[src/rtl/elastic_pipe.sv]
// DEPTH-stage valid/ready register chain with bubble collapsing, flush-to-NOP and occupancy count.
// Latency DEPTH cycles on an empty pipe; a stage loads whenever it or any stage ahead of it is empty, so ready_o drops only when full and stalled.
module elastic_pipe #(
    parameter int WIDTH      = 32,
    parameter int DEPTH      = 4,
    parameter int CLEAR_DATA = 1
) (
    input  logic                       clk_i,
    input  logic                       rst_n,
    input  logic                       valid_i,
    output logic                       ready_o,
    input  logic [WIDTH-1:0]           data_i,
    output logic                       valid_o,
    input  logic                       ready_i,
    output logic [WIDTH-1:0]           data_o,
    input  logic                       flush_i,
    output logic [$clog2(DEPTH+1)-1:0] count_o
);

    localparam int CW = $clog2(DEPTH+1);

    logic [DEPTH-1:0] v;
    logic [DEPTH-1:0] en;
    logic [DEPTH-1:0] src_v;
    logic [WIDTH-1:0] d     [DEPTH];
    logic [WIDTH-1:0] src_d [DEPTH];
    logic             tail_full;
    logic             in_xfer;
    logic             out_xfer;

    // en[k] is low only when stages k..DEPTH-1 are all valid and the output is stalled.
    always_comb begin
        tail_full = 1'b1;
        en        = '0;
        for (int k = DEPTH - 1; k >= 0; k--) begin
            tail_full = tail_full & v[k];
            en[k]     = ready_i | ~tail_full;
        end
    end

    assign ready_o  = en[0] & ~flush_i;
    assign valid_o  = v[DEPTH-1] & ~flush_i;
    assign data_o   = d[DEPTH-1];
    assign in_xfer  = valid_i & ready_o;
    assign out_xfer = valid_o & ready_i;

    always_comb begin
        src_v    = '0;
        src_v[0] = in_xfer;
        src_d[0] = data_i;
        for (int k = 1; k < DEPTH; k++) begin
            src_v[k] = v[k-1];
            src_d[k] = d[k-1];
        end
    end

    always_ff @(posedge clk_i or negedge rst_n) begin
        if (!rst_n) begin
            v       <= '0;
            count_o <= '0;
            for (int k = 0; k < DEPTH; k++) begin
                d[k] <= '0;
            end
        end else if (flush_i) begin
            v       <= '0;
            count_o <= '0;
            if (CLEAR_DATA != 0) begin
                for (int k = 0; k < DEPTH; k++) begin
                    d[k] <= '0;
                end
            end
        end else begin
            for (int k = 0; k < DEPTH; k++) begin
                if (en[k]) begin
                    v[k] <= src_v[k];
                    if (src_v[k]) begin
                        d[k] <= src_d[k];
                    end else if (CLEAR_DATA != 0) begin
                        d[k] <= '0;
                    end
                end
            end
            count_o <= count_o + CW'(in_xfer) - CW'(out_xfer);
        end
    end

endmodule

[config.mk]
export PLATFORM = sky130hd
export DESIGN_NAME = elastic_pipe
export DESIGN_NICKNAME = d
export VERILOG_FILES = /design/src/rtl/elastic_pipe.sv
export SDC_FILE = /design/constraint.sdc
export NUM_CORES = 1
export LEC_CHECK = 0
export ABC_CLOCK_PERIOD_IN_PS = 2900
export CAP_MARGIN = 20
export CORE_MARGIN = 1.5
export CORE_UTILIZATION = 40
export DETAILED_ROUTE_END_ITERATION = 10
export PLACE_DENSITY_LB_ADDON = 0.15
export SLEW_MARGIN = 10
export SYNTH_ARGS = -nofsm -noshare
export SYNTH_HDL_FRONTEND = slang
export SYNTH_SLANG_ARGS = --single-unit
[constraint.sdc]
create_clock -name clk_i -period 2.9 [get_ports clk_i]
set_input_delay 0.58 -clock clk_i [delete_from_list [all_inputs] [get_ports clk_i]]
set_output_delay 0.58 -clock clk_i [all_outputs]
set_load 0.1 [all_outputs]
# Word level (Yosys, flattened, before mapping)
# Index checks and enable logic that the tools add are counted.
dict set report op_classes {
  bitwise_logic 16
  n_addsub 2
  n_reduce_logical 4
  mux 15
}
# cell count
set ops {}
lappend ops {{$mux 32} 8}
lappend ops {{$mux 128} 1}
lappend ops {{$reduce_bool 2->1} 4}
lappend ops {{$and 1x1->1} 7}
lappend ops {{$not 1->1} 5}
lappend ops {{$mux 1} 4}
lappend ops {{$mux 4} 1}
lappend ops {{$or 1x1->1} 4}
lappend ops {{$add 3x1->3} 1}
lappend ops {{$mux 3} 1}
lappend ops {{$sub 3x1->3} 1}
dict set report totals {
  output_inout_bits 37
  ff_bits 135
}

# Logic depth before layout (Yosys ltp)
dict set report depth {
  word_depth 10
  mapped_depth 11
}

# Least setup slack after synthesis
# OpenSTA, ideal clock, no wires.
dict set report synth_path {
  path_type {input port to flip-flop}
  startpoint {in flush_i}
  endpoint {reg count_o[2]}
  arrival_ns 3.423
  stages 10
  setup_slack_ns -0.646
  required_time_ns 2.777
  path_buffers 1
  setup_ns 0.123
  cell_sequence {buf_2 > nor2b_1 > and2_1 > ha_1 > inv_1 > ha_1 > inv_1 > fa_1 > xnor2_1 > nor2_1}
}
# item line_no
set synth_lines {}
lappend synth_lines {{from (decl)} 16} ;# input logic flush_i,
lappend synth_lines {{$not 1->1} 42} ;# assign valid_o = v[DEPTH-1] & ~flush_i;
lappend synth_lines {{$and 1x1->1} 42}
lappend synth_lines {{via valid_o} 13} ;# output logic valid_o,
lappend synth_lines {{$and 1x1->1} 45} ;# assign out_xfer = valid_o & ready_i;
lappend synth_lines {{$sub 3x1->3} 83} ;# count_o <= count_o + CW'(in_xfer) - CW'(out_xfer);
lappend synth_lines {{$mux 3} 64} ;# end else if (flush_i) begin
lappend synth_lines {{to (signal assigned)} 83}
lappend synth_lines {{to (decl)} 17} ;# output logic [$clog2(DEPTH+1)-1:0] count_o
# The timed path passes the listed nets, and every way through them passes these cells.
# A chain may end at the register's enable or synchronous reset.

# Final worst setup path
dict set report layout_path {
  startpoint {in flush_i}
  endpoint {out ready_o}
}
dict set report layout_via {
  elab_chain_len 2
}
# item line_no
set layout_rtl {}
lappend layout_rtl {{$not 1->1} 41} ;# assign ready_o = en[0] & ~flush_i;
lappend layout_rtl {{$and 1x1->1} 41}
lappend layout_rtl {{to (decl)} 11} ;# output logic ready_o,
# Every way passes these cells.

==> out/qor.yml <==
status:
  status: "completed"
sta:
  maxSlewViolCount: 0
  rsz0062_at_grt: "no"
  setup_violations: 0
  slew_headroom: 0.379
  hold_ws_ns: 0.120
  timing.fmax_ghz: 0.429
  skew_ns: 0.00634
  period_minus_slack_ns: 2.33
  tightest_slew_ns: 0.930
  post-route-period-util: 0.804
  setup_tns_ns: 0
  hold_viol_final: 0
power:
  vdd_drop_max_v: 0.000338
  power_leakage_uw: 0.00311
  fin_total_pwr_uw: 4250
  power_density_mw_per_mm2: 661
critical_path:
  startpoint_type: "input pin"
  timing.rr.start: "v[3]"
  crit_path_end_kind: "output pin"
  worstSetupPathType: "input pin to output pin"
  critical_path.max_fanout: 12
  reg2regPathDepth: 10
  rrSetupSlack_ns: 0.67
  cp_slowest_cell: "clkdlybuf4s50_1"
  crit_chain: "clkdlybuf4s50_1 > buf_4 > a21oi_1 > buf_12"
  r2r-end: "count_o[2]"
  startpoint: "flush_i"
  critPathMaxStageDelay_ns: 0.48
  worstPathArrival_ns: 1.75
  cp.required_ns: 2.32
logic_synthesis:
  synth_cell_type_count: 24
  synth_top_area_cell: "dfrtp_1"
  yosys_warnings: 0
  synth_cells: 358
  synth_top_area_frac: 0.659
  synth.area.top_cells: "dfrtp_1, a22o_1, buf_4, buf_2, clkbuf_1"
  syn_area_mm2: 0.00513
  ys_ff_latch: 135
  syn-num-nets: 398
  ys_seq_area_frac: 0.659
  synth.avg_cell_area_um2: 14.3
clock_network:
  clkTransAtPathRegs_ns: 0.05
  numCtsBuffers: 17
  htree_num_levels: 4
  cts-root-buf: "clkbuf_16"
  cts_resized: 0
  postCtsSetupRepairBufs: 0
  clock_sinks: 135
  ctsLongestPathBuffers: 2
  worstSkewPairLatency_ns: 0.40
  cts_tree: "built"
  ctsHoldBuffers: 0
detailed_routing:
  drtPass1Iterations: 4
  drtIter0Drc: 138
  via_count: 3075
  finalWirelength_mm: 10.1
  ant_nets: 0
  routed_via_density: 5.22
  post-route-drc-count: 0
  wire_per_inst_um: 17.1
grt:
  grt_max_degree: 57
  grt_remaining_overflow: 0
  grt_pass1_wl_mm: 16.8
  track_usage: 0.166
  antenna_found_initial: 0
  grt_pass1_vias: 3077
placed_design:
  finalWeightedCongestion: 0.718
  port_buffers: 73
  placed_area_mm2: 0.00583
  post-dp-hpwl_mm: 6.14
cells_and_area:
  syn_to_final_growth_pct: 25.3
  post-route-cell-area_mm2: 0.00643
  final_common_cell: "dfrtp_1"
  drive_gt1_frac: 0.218
  diodes: 0
  finalNetCount: 444
  nFillCells: 1073
  final_cell_mix: "dfrtp_1, a22o_1, buf_4"
floorplan:
  die_h_um: 116
  initial_utilization: 0.408
  num_io_pins: 74
  core_area_mm2: 0.0126
  dieArea_mm2: 0.0135
  row_count: 41
  dieWidth_um: 116
hold_path:
  worstHoldPathType: "input pin to async pin"
run:
  max-cap-violations: 0
==> metrics by stage <==
step / util / std cells / setup slack, ns
after floorplan: - / 358 / 0.0842
after global placement: 0.464 / 557 / 0.264
after detailed placement: 0.464 / 557 / 0.197
after CTS: 0.511 / 589 / 0.559
after global routing: 0.511 / 589 / 0.512
final: 0.511 / 589 / 0.569
==> power by group <==
part,switching [uW],total (uW),internal (uW)
Clock,743,2110,1360
Sequential,19.3,1930,1910
Combinational,123,212,88.9
Total,885,4250,3360
==> cells by family (layout without fill, tap and decap cells) <==
| logic type | after synthesis | after routing | synth area share |
|---|---|---|---|
| AOI/OAI and AO/OA | 132 | 132 | 0.224 |
| and+or+nand+nor | 22 | 22 | 0.0298 |
| buffers and inverters | 64 | 123 | 0.0754 |
| DFF | 135 | 135 | 0.659 |
| adders and majority gates | 3 | 3 | 0.00878 |
| xor gates and xnor gates | 2 | 2 | 0.00342 |
==> registers in the layout, summed over array words and instances (netlist names) <==
| register | cells |
|---|---|
| count_o | 3 |
| d | 96 |
| data_o | 32 |
| v | 4 |
==> synth_stat cells <==
library cell    n
nor2b_1         3
buf_2          12
and3_1          2
ha_1            2
and4b_1         1
a22o_1        126
a32o_1          1
and2_1          1
nand2b_1        3
a21oi_1         4
a311oi_2        1
or2_2           2
nand2_1         1
inv_1           5
nand3b_1        1
dfrtp_1       135
nor2_1          4
nor4bb_1        1
fa_1            1
clkbuf_1       12
xnor2_1         1
buf_4          35
xor2_1          1
nor3b_2         3
==> area by class of cell <==
type | count | area [um2] | area share
multi-input combinational | 159 | 1440 | 0.224
timing repair buffer | 86 | 774 | 0.120
tap | 172 | 215 | 0.0335
inverter | 5 | 18.8 | 0.00292
clock inverter | 5 | 58.8 | 0.00915
clock buffer | 27 | 543 | 0.0845
sequential | 135 | 3380 | 0.526
==> critical path, delay by kind of cell <==
family | cells | cell delay [ns]
AOI/OAI and AO/OA | 1 | 0.24
buffers and inverters | 3 | 0.93
==> worst max path at each step <==
stage                             to  slack [ns]  cells after the start
after floorplan              ready_o        0.08                      2
after global placement    count_o[2]        0.26                     11
after detailed placement  count_o[2]        0.20                     11
after CTS                    ready_o        0.56                      4
after global routing         ready_o        0.51                      4
final                        ready_o        0.57                      4
==> routing by layer <==
metal	share of wire	track usage	routed length, um
met1	0.50	0.237	4990
met2	0.45	0.245	4560
met3	0.036	0.0457	362
met4	0.016	0.0585	157
met5	0	0	0
(Power assumes the default switching activity.)
